<file path="src/rtl/ep2.sv">
// Four-input evaluator f = (u & r) | (g ^ x) whose output updates only after the
// input vector has been sampled unchanged STABLE_CYCLES times. Define EP2_COMB_BYPASS_EN for a purely combinational s.
module ep2 #(
  parameter int STABLE_CYCLES = 2
) (
  input  logic clk,
  input  logic rst,
  output logic s,
  input  logic u,
  input  logic r,
  input  logic g,
  input  logic x
);

  logic [3:0] vec;
  logic       f_val;

  assign vec   = {u, r, g, x};
  assign f_val = (u & r) | (g ^ x);

`ifdef EP2_COMB_BYPASS_EN

  logic unused_clk_rst;
  assign unused_clk_rst = clk ^ rst;
  assign s = f_val;

`else

  localparam int              CW  = $clog2(STABLE_CYCLES + 1);
  localparam logic [CW-1:0]   SAT = CW'(STABLE_CYCLES);
  localparam logic [CW-1:0]   ONE = CW'(1);

  logic [3:0]    smp_q, smp_d;
  logic [CW-1:0] cnt_q, cnt_d;
  logic          s_q, s_d;

  always_comb begin
    smp_d = vec;
    s_d   = s_q;
    if (vec != smp_q)
      cnt_d = ONE;
    else if (cnt_q == SAT)
      cnt_d = cnt_q;
    else
      cnt_d = cnt_q + ONE;
    // s is only rewritten on the edge where the run length reaches the threshold
    if (cnt_d == SAT)
      s_d = f_val;
  end

  always_ff @(posedge clk or posedge rst) begin
    if (rst) begin
      smp_q <= 4'b0000;
      cnt_q <= '0;
      s_q   <= 1'b0;
    end else begin
      smp_q <= smp_d;
      cnt_q <= cnt_d;
      s_q   <= s_d;
    end
  end

  assign s = s_q;

`endif

endmodule

</file>
<file path="config.mk">
export PLATFORM = sky130hd
export DESIGN_NAME = ep2
export DESIGN_NICKNAME = d
export VERILOG_FILES = /design/src/rtl/ep2.sv
export SDC_FILE = /design/constraint.sdc
export NUM_CORES = 1
export LEC_CHECK = 0
export ABC_AREA = 1
export CORE_AREA = 2 2 39 41
export CTS_CLUSTER_SIZE = 8
export DETAILED_ROUTE_END_ITERATION = 10
export DIE_AREA = 0 0 41 43
export GPL_ROUTABILITY_DRIVEN = 0
export GPL_TIMING_DRIVEN = 0
export HOLD_SLACK_MARGIN = 0.02
export PLACE_DENSITY = 0.46
export SKIP_LAST_GASP = 1
export SLEW_MARGIN = 20
export SYNTH_ARGS = -nofsm -noshare
export SYNTH_HDL_FRONTEND = slang
export SYNTH_SLANG_ARGS = --single-unit
</file>
<file path="constraint.sdc">
create_clock -name clk -period 1.04 [get_ports clk]
set_input_delay 0.208 -clock clk [delete_from_list [all_inputs] [get_ports clk]]
set_output_delay 0.208 -clock clk [all_outputs]
set_load 0.01 [all_outputs]
</file>
==> flow_metrics.env <==
export IMPL_p_int_mw=0.493
export IMPL_critPathSlowestCell="dfrtp_1"
export IMPL_ant_nets=0
export IMPL_slowest_delay_ns=0.32
export IMPL_cp_max_fo=3
export IMPL_crit_chain="inv_1 -> ha_1 -> and3_2"
export IMPL_setup_violations=0
export IMPL_cts_buffers=3
export IMPL_num_nets_final=70
export IMPL_multi_input_area_um2=148
export IMPL_drt_wl_total_um=636
export IMPL_switching_power_mw=0.182
export IMPL_reg2reg_depth=3
export IMPL_dr_total_vias=315
export IMPL_cp_start_kind="flop"
export IMPL_yosys_warnings=0
export IMPL_post_route_period_util_pct=95.2
export IMPL_num_fill_cells=157
export IMPL_seqPwrFrac_pct=45.6
export IMPL_drive_gt1_share_pct=12.9
export IMPL_ys_types=10
export IMPL_finalCriticalPeriod_ns=0.990
export IMPL_dr_first_iter_drc_count=3
export IMPL_seq_area_frac_synth_pct=47.3
export IMPL_ios=7
export IMPL_start_util_pct=26.8
export IMPL_hpwlAfterDp_um=498
export IMPL_seqCellArea_um2=175
export IMPL_critPathBufInv=1
export IMPL_rsz0062_at_grt="yes"
export IMPL_grt_overflow=0
export IMPL_final_common_cell="nand2_1"
export IMPL_hold_path_class="primary input to asynchronous set/reset pin"
export IMPL_std_cell_rows=14
export IMPL_synth_top_area_cell="dfrtp_1"
export IMPL_relSlewSlack_pct=81.1
export IMPL_crit_family="flip-flops"
export IMPL_reg2reg_to="cnt_q[1]"
export IMPL_port_buffers=6
export IMPL_netlist_area_um2=370
export IMPL_clkPwrFrac_pct=37.3
export IMPL_coreArea_um2=1380
export IMPL_drv_cap=0
export IMPL_grt_util_all_layers_pct=10.6
export IMPL_syn_nets=59
export IMPL_drt_vias_per_instance=4.04
export IMPL_rr_startpoint="cnt_q[0]"
export IMPL_synth_area_top_cells="dfrtp_1 47%, nand2_1 22%, inv_1 13%"
export IMPL_clock_latency_ns=0.25
export IMPL_syn2layout_area_growth_pct=27.4
export IMPL_ys_ff_latch=7
export IMPL_post_cts_buffers=0
export IMPL_cts_root_buf="clkbuf_4"
export IMPL_wl_per_cell_um=8.15
export IMPL_maxSlewViolCount=0
export IMPL_rrSetupSlack_ns=0.05
export IMPL_num_antenna_cells=0
export IMPL_clkTransAtPathRegs_ns=0.06
export IMPL_worstMarginPinSlew_ns=0.283
export IMPL_swShare_pct=27.0
export IMPL_finClkSkew_ns=0.00752
export IMPL_status="finished clean"
export IMPL_grt_pass1_wl_mm=1.19
export IMPL_cts_sinks=7
export IMPL_final_cells=78
export IMPL_ir_drop_mv=0.506
export IMPL_dp_cells=74
export IMPL_dieHeight_um=43
export IMPL_cts_buffer_depth=2
export IMPL_p_leak_nw=0.278
export IMPL_final_cell_mix="22 x nand2_1, 13 x inv_1, 7 x dfrtp_1"
export IMPL_syn_inst=52
export IMPL_comb_power_share_pct=17.1
export IMPL_clock_fmax_mhz=1010
export IMPL_ctsHoldBuffers=0
export IMPL_final_util_pct=34.1
export IMPL_yosys_area_top_type_share_pct=47.3
export IMPL_firstDrtPassIters=2
export IMPL_hold_viol=0
export IMPL_power_density_nw_per_um2=1430
export IMPL_cts_max_level=1
export IMPL_dieArea_um2=1760
export IMPL_cts_tree="built"
export IMPL_grt_max_degree=8
export IMPL_die_w_um=41
export IMPL_worstSetupPathType="flop to flop"
export IMPL_end_kind="flop"
export IMPL_post_route_drc_count=0
export IMPL_first_global_vias=300
export IMPL_antenna_found_initial=0
export IMPL_synth_avg_cell_area_um2=7.12
export IMPL_cp_data_required_time_ns=1.18
export IMPL_cp_arrival_ns=1.13
## registers in the layout, summed over array words and instances, names as in the netlist
name and cells:
cnt_q 2, s 1, smp_q 4
## routing by layer
layer  global-route usage (%)  vias up  share of wire, %
met2                     13.4        7                45
li1                         -      174                 -
met4                     10.0        0               1.9
met5                        0        -                 0
met1                     13.5      132                48
met3                     3.14        2               5.2
## Yosys cell counts
cell type,count
inv_2,1
dfrtp_1,7
and3_2,1
xnor2_1,1
ha_1,1
o211ai_1,1
nor2_1,3
inv_1,13
nand4_1,2
nand2_1,22
## worst max path at each step
stage	slack [ns]	end	startpoint	cells after the start
final	0.05	cnt_q[1]	cnt_q[0]	3
after global routing	-0.06	s	smp_q[0]	7
after CTS	-0.02	s	s	1
after detailed placement	-0.39	s	x	8
after global placement	-0.39	s	g	8
after floorplan	0.09	cnt_q[1]	cnt_q[0]	3
## layout make-up
type | instances | area share (%)
flip-flops and latches | 7 | 37.1
multi-input cells | 31 | 31.3
clock buffers | 4 | 5.57
repair buffers | 6 | 10.6
inverters | 14 | 11.1
well taps | 16 | 4.24
## power by group through the flow
stage | combinational, mW | clock, mW | sequential (mW)
3_3_place_gp | 0.133 | 0 | 0.312
4_1_cts | 0.123 | 0.261 | 0.308
3_5_place_dp | 0.133 | 0 | 0.313
6_report | 0.115 | 0.252 | 0.308
2_1_floorplan | 0.0637 | 0 | 0.319
5_1_grt | 0.138 | 0.290 | 0.311
## cell families (layout without fill, tap and decap cells)
logic type,after synthesis,count (layout),synth area share [%]
XOR/XNOR,1,1,2.37
AND/OR/NAND/NOR,28,28,30.7
flip-flops,7,7,47.3
buffers and inverters,14,24,14.2
AO/OA/AOI/OAI,1,1,2.03
adder cells (fa/ha/maj),1,1,3.38
## metrics by stage
stage | setup slack, ns | hold slack, ns | power (mW) | TNS [ns] | cell area, um2
detailed placement | -0.387 | 0.464 | 0.446 | -0.987 | 450
CTS | -0.0232 | 0.198 | 0.692 | -0.0232 | 474
global route | -0.0567 | 0.226 | 0.739 | -0.0577 | 472
finish | 0.0498 | 0.186 | 0.676 | 0 | 472
floorplan | 0.0871 | 0.0114 | 0.383 | 0 | 370
global placement | -0.390 | 0.467 | 0.445 | -0.979 | 450
## repair_timing
item	CTS	global route
pin swaps	1	2
resized for setup	7	2
endpoints found under the setup margin	4	4
Power figures use the tool's default switching activity.
